$ cat src/rtl/imm_ext_pkg.sv
// Shared opcode constants, extension modes and the buffer entry layout for the
// MIPS immediate-extension controller.
package imm_ext_pkg;

    typedef enum logic [1:0] {
        MODE_ZERO = 2'd0,
        MODE_SIGN = 2'd1,
        MODE_LUI  = 2'd2,
        MODE_NONE = 2'd3
    } imm_mode_e;

    localparam logic [5:0] OP_SPECIAL = 6'h00;
    localparam logic [5:0] OP_J       = 6'h02;
    localparam logic [5:0] OP_JAL     = 6'h03;
    localparam logic [5:0] OP_BEQ     = 6'h04;
    localparam logic [5:0] OP_BNE     = 6'h05;
    localparam logic [5:0] OP_ADDI    = 6'h08;
    localparam logic [5:0] OP_ADDIU   = 6'h09;
    localparam logic [5:0] OP_SLTI    = 6'h0A;
    localparam logic [5:0] OP_SLTIU   = 6'h0B;
    localparam logic [5:0] OP_ANDI    = 6'h0C;
    localparam logic [5:0] OP_ORI     = 6'h0D;
    localparam logic [5:0] OP_XORI    = 6'h0E;
    localparam logic [5:0] OP_LUI     = 6'h0F;
    localparam logic [5:0] OP_LW      = 6'h23;
    localparam logic [5:0] OP_SW      = 6'h2B;

    typedef struct packed {
        imm_mode_e mode;
        logic      illegal;
    } dec_t;

    typedef struct packed {
        logic [31:0] imm;
        imm_mode_e   mode;
        logic        illegal;
    } entry_t;

    function automatic dec_t decode_op(input logic [5:0] op);
        dec_t d;
        d.mode    = MODE_NONE;
        d.illegal = 1'b0;
        case (op)
            OP_ANDI, OP_ORI, OP_XORI:                d.mode = MODE_ZERO;
            OP_BEQ, OP_BNE, OP_ADDI, OP_ADDIU,
            OP_SLTI, OP_SLTIU, OP_LW, OP_SW:         d.mode = MODE_SIGN;
            OP_LUI:                                  d.mode = MODE_LUI;
            OP_SPECIAL, OP_J, OP_JAL:                d.mode = MODE_NONE;
            default:                                 d.illegal = 1'b1;
        endcase
        return d;
    endfunction

endpackage

$ cat src/rtl/imm_extender.sv
// Combinational 16->32 immediate extension selected by mode; zero latency,
// no flow control.
module imm_extender
    import imm_ext_pkg::*;
(
    input  logic [15:0] i_imm,
    input  imm_mode_e   i_mode,
    output logic [31:0] o_imm
);

    always_comb begin
        o_imm = '0;
        case (i_mode)
            MODE_ZERO: o_imm = {16'h0000, i_imm};
            MODE_SIGN: o_imm = {{16{i_imm[15]}}, i_imm};
            MODE_LUI:  o_imm = {i_imm, 16'h0000};
            default:   o_imm = '0;
        endcase
    end

endmodule

$ cat src/rtl/imm_ext_ctrl.sv
// Decodes MIPS immediates at push into a DEPTH-entry valid/ready buffer; 1-cycle latency.
// in_ready depends only on registered occupancy, so a full buffer refuses a push even on a pop cycle.
module imm_ext_ctrl
    import imm_ext_pkg::*;
#(
    parameter int DEPTH = 2,
    parameter int CNT_W = 8
)(
    input  logic             clk,
    input  logic             rst_n,
    input  logic             flush,
    input  logic             in_valid,
    output logic             in_ready,
    input  logic [31:0]      in_instr,
    output logic             out_valid,
    input  logic             out_ready,
    output logic [31:0]      out_imm,
    output logic [1:0]       out_mode,
    output logic             out_illegal,
    output logic [CNT_W-1:0] illegal_cnt
);

    localparam int PTR_W = $clog2(DEPTH);
    localparam int CW    = $clog2(DEPTH + 1);
    localparam logic [CW-1:0] FULL_CNT = CW'(DEPTH);

    logic [PTR_W-1:0] r_wr_ptr;
    logic [PTR_W-1:0] r_rd_ptr;
    logic [CW-1:0]    r_count;
    logic [CNT_W-1:0] r_ill_cnt;
    entry_t           r_mem [DEPTH];

    logic        w_push;
    logic        w_pop;
    dec_t        w_dec;
    logic [31:0] w_ext_imm;
    entry_t      w_head;

    assign in_ready  = (r_count < FULL_CNT);
    assign out_valid = (r_count != '0);
    assign w_push    = in_valid & in_ready & ~flush;
    assign w_pop     = out_valid & out_ready & ~flush;
    assign w_dec     = decode_op(in_instr[31:26]);

    imm_extender u_ext (
        .i_imm  (in_instr[15:0]),
        .i_mode (w_dec.mode),
        .o_imm  (w_ext_imm)
    );

    // Storage is not reset; the head is masked to zero whenever the buffer is empty.
    always_ff @(posedge clk) begin
        if (w_push) begin
            r_mem[r_wr_ptr] <= '{imm: w_ext_imm, mode: w_dec.mode, illegal: w_dec.illegal};
        end
    end

    always_ff @(posedge clk or negedge rst_n) begin
        if (!rst_n) begin
            r_wr_ptr <= '0;
            r_rd_ptr <= '0;
            r_count  <= '0;
        end else if (flush) begin
            r_wr_ptr <= '0;
            r_rd_ptr <= '0;
            r_count  <= '0;
        end else begin
            if (w_push) r_wr_ptr <= r_wr_ptr + PTR_W'(1);
            if (w_pop)  r_rd_ptr <= r_rd_ptr + PTR_W'(1);
            case ({w_push, w_pop})
                2'b10:   r_count <= r_count + CW'(1);
                2'b01:   r_count <= r_count - CW'(1);
                default: r_count <= r_count;
            endcase
        end
    end

    // Counts accepted illegal pushes only; flush neither clears it nor lets a push count.
    always_ff @(posedge clk or negedge rst_n) begin
        if (!rst_n) begin
            r_ill_cnt <= '0;
        end else if (w_push && w_dec.illegal && (r_ill_cnt != '1)) begin
            r_ill_cnt <= r_ill_cnt + CNT_W'(1);
        end
    end

    assign w_head      = out_valid ? r_mem[r_rd_ptr] : '0;
    assign out_imm     = w_head.imm;
    assign out_mode    = w_head.mode;
    assign out_illegal = w_head.illegal;
    assign illegal_cnt = r_ill_cnt;

endmodule
$ cat config.mk
export PLATFORM = sky130hd
export DESIGN_NAME = imm_ext_ctrl
export DESIGN_NICKNAME = d
export VERILOG_FILES = /design/src/rtl/imm_ext_pkg.sv /design/src/rtl/imm_extender.sv /design/src/rtl/imm_ext_ctrl.sv
export SDC_FILE = /design/constraint.sdc
export NUM_CORES = 1
export LEC_CHECK = 0
export CAP_MARGIN = 20
export CORE_AREA = 5 5 95 97
export CTS_CLUSTER_DIAMETER = 120
export CTS_CLUSTER_SIZE = 16
export DETAILED_ROUTE_END_ITERATION = 8
export DIE_AREA = 0 0 100 102
export GPL_TIMING_DRIVEN = 0
export PLACE_DENSITY_LB_ADDON = 0.2
export SLEW_MARGIN = 20
export SYNTH_ARGS = -nofsm -noshare
export SYNTH_HDL_FRONTEND = slang
export SYNTH_SLANG_ARGS = --single-unit
$ cat constraint.sdc
create_clock -name clk -period 4 [get_ports clk]
set_input_delay 0.8 -clock clk [delete_from_list [all_inputs] [get_ports clk]]
set_output_delay 0.8 -clock clk [all_outputs]
set_load 0.02 [all_outputs]
# Word level (Yosys, flattened, before mapping)
# Memory sizes are Yosys's and may differ from the RTL's.
# Index checks and enable logic that the tools add are counted.
# W data, S select, Z words.
[classes] addsub=5 magnitude_cmp=1 eq_ne=19 n_mux=12 n_bitwise=5 n_reduce_logical=11
[ops] op="$pmux W32 S3" count=1
[ops] op="$eq A6 B4 Y1 const B" count=8
[ops] op="$mux W35" count=1
[ops] op="$reduce_or A15 Y1" count=1
[ops] op="$eq A6 B2 Y1 const B" count=2
[ops] op="$eq A6 B3 Y1 const B" count=2
[ops] op="$eq A6 B6 Y1 const B" count=2
[ops] op="$add A8 B1 Y8 const B" count=1
[ops] op="$ne A8 B8 Y1 const B" count=1
[ops] op="$reduce_or A8 Y1" count=1
[ops] op="$mux W1" count=7
[ops] op="$logic_not A6 Y1" count=1
[ops] op="$pmux W2 S3" count=1
[ops] op="$reduce_bool A2 Y1" count=3
[ops] op="$and A1 B1 Y1" count=4
[ops] op="$eq A2 B1 Y1 const B" count=2
[ops] op="$eq A2 B2 Y1 const B" count=2
[ops] op="$pmux W2 S2" count=1
[ops] op="$reduce_bool A3 Y1" count=1
[ops] op="$reduce_or A3 Y1" count=1
[ops] op="$add A1 B1 Y1 const B" count=2
[ops] op="$add A2 B1 Y2 const B" count=1
[ops] op="$logic_and A1 B1 Y1" count=2
[ops] op="$logic_not A2 Y1" count=1
[ops] op="4 further kinds" count=4
[word_totals] register_bits=12 ram_bits=70 input_bits=37 out_inout_bits=45 word_cells=58 n_memories=1
[mem_list] name="r_mem" words=2 width=35 read_ports=1 rd_ports_with_merged_regs=0 wr=1 line="imm_ext_ctrl.sv:31" rtl="entry_t r_mem [DEPTH];"

# Longest topological paths before layout
[logic_depth] ltp_word=6 mapped_depth=6 depth_no_buf=6

# By module
# From an unflattened synthesis, not the netlist that was laid out.
[unflattened] hier_cells=258 hier_area_um2=3611.0
[modules_own_cells] module="imm_ext_ctrl" n_inst=1 cells_per_inst=218 area_each_um2=3319.4 seq_area_each_um2=2402.3
[modules_own_cells] module="imm_extender" n_inst=1 cells_per_inst=40 area_each_um2=291.5 seq_area_each_um2=0.0

# Worst setup path before layout
# No wires, ideal clock.
[synth_path] path_kind="in2reg" from="input in_valid" to="memory r_mem[0][0] in the netlist's numbering, enable pin" setup_ps=471 t_arrival_ps=3323 required_ps=3529 path_slack_ps=206 cell_stages=2 n_path_buf=0 path_cell_list="nand2b_1 nor3_1"
[synth_via] elab_chain_len=4
[synth_lines] element="from (decl)" line="imm_ext_ctrl.sv:12" rtl="input logic in_valid,"
[synth_lines] element="$and A1 B1 Y1 (2 in a row)" line="imm_ext_ctrl.sv:41" rtl="assign w_push = in_valid & in_ready & ~flush;"
[synth_lines] element="$mux W1" line="imm_ext_ctrl.sv:53" rtl="if (w_push) begin"
[synth_lines] element="$mux W1 (implied by the code)" line="imm_ext_ctrl.sv:54" rtl="r_mem[r_wr_ptr] <= '{imm: w_ext_imm, mode: w_dec.mode, illegal: w_dec.illegal};"
[synth_lines] element="to (decl)" line="imm_ext_ctrl.sv:31"
# Every way passes these cells.

# Final worst setup path
[layout_path] from="register r_count[0]" to="output out_imm[30]"
[layout_via] elab_chain_len=2
[layout_lines] element="from (decl)" line="imm_ext_ctrl.sv:29" rtl="logic [CW-1:0] r_count;"
[layout_lines] element="from (signal assigned)" line="imm_ext_ctrl.sv:71" rtl="2'b10: r_count <= r_count + CW'(1);"
[layout_lines] element="from (signal assigned)" line="imm_ext_ctrl.sv:72" rtl="2'b01: r_count <= r_count - CW'(1);"
[layout_lines] element="from (signal assigned)" line="imm_ext_ctrl.sv:73" rtl="default: r_count <= r_count;"
[layout_lines] element="$reduce_bool A2 Y1" line="imm_ext_ctrl.sv:40" rtl="assign out_valid = (r_count != '0);"
[layout_lines] element="$mux W35" line="imm_ext_ctrl.sv:87" rtl="assign w_head = out_valid ? r_mem[r_rd_ptr] : '0;"
[layout_lines] element="to (decl)" line="imm_ext_ctrl.sv:17" rtl="output logic [31:0] out_imm,"
# Every way passes these cells.

==> summary.md <==
| Metric | Value |
|---|---|
| Synth warn | `0` |
| Top FF cell, synth | `edfxtp_1` |
| Peak VDD IR | `0.344 mV` |
| RSZ-0062 raised after global routing | `no` |
| Startpoint types | `register` |
| EDFF count, synth | `70` |
| Hold wc startpoint | `illegal_cnt[7]$_DFFE_PN0P_` |
| Die W | `100 um` |
| Sequential cell area | `2400 sq um` |
| WHS | `0.516 ns` |
| RR Startpoint | `illegal_cnt[0]$_DFFE_PN0P_` |
| Post-CTS Setup Inserts | `0` |
| Most frequent cells in the layout | `clkdlybuf4s50_1 (71), edfxtp_1 (70), nor2_1 (43)` |
| Cts repair resizes | `0` |
| DRC Markers | `0` |
| Avg Cell Area, Syn | `14.1 sq um` |
| Hold Path Stages | `1` |
| Max transition margin | `0.492` |
| IO Pins | `82` |
| Drt pass-1 iters | `4` |
| Final #Nets | `383` |
| Min cycle time layout | `3.37 ns` |
| Fill cells | `674` |
| Synth Cell Area | `3640 sq um` |
| Core area | `8050 sq um` |
| Clock Skew | `0.00755 ns` |
| Die Ht | `102 um` |
| Synth Area in Simple Gates | `0.133` |
| Area growth from synthesis to layout | `30.0%` |
| Worst skew pair latency | `0.34 ns` |
| Status | `completed` |
| Max-slew violations | `0` |
| DPL Wire Length | `5340 um` |
| ANT cells | `0` |
| CP Max Fanout | `10` |
| Hold Crit Class | `reg2reg` |
| Num CTS Buffers | `9` |
| Final hold viol count | `0` |
| Critical path class | `reg2out` |
| Starting density of the core | `0.452` |
| Commonest non-fill, non-tap cell in the layout | `clkdlybuf4s50_1` |
| Synth Instances | `258` |
| Vias in the first global route | `2343` |
| FP Rows | `33` |
| Critical Path RT | `3.20 ns` |
| Vias | `2273` |
| Yosys cell types | `39` |
| Gpl congestion | `0.790` |
| Overflow left after global routing | `0` |
| Max Cap Violations | `0` |
| Final Setup Violations | `0` |
| Die area | `10200 sq um` |
| Clk slew on worst S/H paths | `0.08 ns` |
| Worst reg-to-reg path cell count | `5` |
| Detailed Route Iter0 Violations | `100` |
| Total GRT Usage | `0.150` |
| Initial antenna violation count | `0` |
| TNS Setup | `0 ns` |
| Layout cells sized above 1 | `0.131` |
| Synth Area in Compound Gates | `0.0616` |
| Worst R2R Setup Slack | `2.33 ns` |
| XOR/XNOR Fraction of Synth Area | `0.0217` |
| Seq/Total Area, Yosys | `0.661` |
| Hold worst-path end | `illegal_cnt[7]$_DFFE_PN0P_` |
| Fin util | `0.587` |
| Largest family of logic cells by synthesized area | `simple AND/OR/NAND/NOR gates` |
| CTS Sinks | `82` |
| Detailed Route WL | `7370 um` |
| Type of destination of the critical path | `output pin` |
| Clk buf depth | `2` |
| Area of the multi-input gates | `1170 sq um` |
| Number of H-tree levels | `3` |
| CTS tree | `done` |
| Largest net degree at the start of global routing | `26` |
| Cell Count, Final, Fillers Out | `455` |
| Synth Register Bits | `82` |
| Post-synthesis mux area share | `0.0994` |
| Vias per cell | `5.00` |
| Wirelength per Cell | `16.2 um` |
| Static Leak | `1.74 nW` |
| Dpl cells | `439` |
| Worst R2R End | `illegal_cnt[1]$_DFFE_PN0P_` |
| Post-route ant nets | `0` |
| CP Data Arrival Time | `2.57 ns` |
| Fin crit share | `0.842` |
| PortBufs | `71` |
| Async set-reset flop share out of synthesis | `0.146` |
| Highest clock rate | `297 MHz` |
| Power per cell area | `425 nW/um^2` |
| CTS Hold Bufs | `0` |
| Clk root buf | `clkbuf_8` |
| Worst slew pin tran | `0.760 ns` |
| Total power | `2.01 mW` |
| Global-route wire length before repair | `11500 um` |
| Synth Area in Adders | `0.00344` |
| Syn nets | `296` |
Yosys cell counts (2+ instances only):
cell type / n / area [sq um]
nand3_1: 3 / 15.0
nor2_1: 43 / 161
buf_2: 5 / 25.0
mux2i_1: 35 / 350
a21oi_1: 5 / 25.0
o21bai_1: 2 / 15.0
xnor2_1: 6 / 52.6
and3_1: 2 / 12.5
inv_1: 3 / 11.3
clkbuf_1: 3 / 11.3
o21ai_0: 3 / 15.0
dfrtp_1: 12 / 300
nand4_1: 5 / 31.3
xor2_1: 3 / 26.3
and2_1: 16 / 100
nor2b_1: 2 / 12.5
edfxtp_1: 70 / 2100
a21o_2: 12 / 105
nand2b_1: 2 / 12.5
buf_6: 2 / 22.5
nand2_1: 4 / 15.0
a21o_1: 3 / 22.5
layout make-up:
class                           instances  area share
Sequential cell                        82       0.508
Multi-Input combinational cell        162       0.247
Timing Repair Buffer                   76       0.163
Tap cell                              105      0.0278
Clock buffer                           10      0.0270
Buffer                                 10      0.0124
Clock inverter                          6      0.0122
Inverter                                4     0.00318
worst max-delay path, cell delays in order, from the launching register on:
cell and delay, ns:
dfrtp_1 0.44, nor2_1 0.62, clkbuf_1 0.45, nor2_1 0.15, clkdlybuf4s50_1 0.57
metal layers:
metal,share of wire,GRT usage,routed length (um),vias up
met2,0.49,0.252,3630,55
met3,0.045,0.0334,334,13
li1,-,-,-,1113
met5,0,0,0,-
met4,0.023,0.0715,167,0
met1,0.44,0.187,3240,1092
logic make-up after synthesis:
| family | count (synthesis) |
|---|---|
| AND/OR/NAND/NOR | 87 |
| flip-flops | 82 |
| multiplexers | 36 |
| AO/OA/AOI/OAI | 29 |
| buffers and inverters | 14 |
| XOR/XNOR | 9 |
| adder cells (fa/ha/maj) | 1 |
metrics by stage:
| step | instance area (sq um) | setup WS (ns) |
|---|---|---|
| after CTS | 4730 | 0.555 |
| after global routing | 4730 | 0.397 |
| after detailed placement | 4540 | 0.947 |
| final | 4730 | 0.634 |
| after global placement | 4480 | -1.72 |
| after floorplan | 3640 | 0.206 |
state kept, by name, summed over array words and instances (netlist names):
register	flops
r_rd_ptr	1
illegal_cnt	8
r_mem	70
r_wr_ptr	1
r_count	2
worst max path at each step:
stage | start | to | slack [ns] | cells after the start
2_1_floorplan | in_valid | r_mem[0][0]$_DFFE_PP_ | 0.21 | 2
3_3_place_gp | in_valid | r_mem[0][11]$_DFFE_PP_ | -1.72 | 3
3_5_place_dp | r_count[0]$_DFFE_PN0P_ | out_imm[30] | 0.95 | 4
4_1_cts | r_count[0]$_DFFE_PN0P_ | out_imm[30] | 0.56 | 4
5_1_grt | r_count[0]$_DFFE_PN0P_ | out_imm[30] | 0.40 | 4
6_report | r_count[0]$_DFFE_PN0P_ | out_imm[30] | 0.63 | 4
report_power, final:
group	leakage, nW	internal (mW)	total [mW]	switching [mW]
clock network	0.0874	0.283	0.562	0.278
logic	0.832	0.199	0.417	0.218
registers	0.822	0.986	1.03	0.0429
No activity file was read; power rests on OpenSTA's default activity.
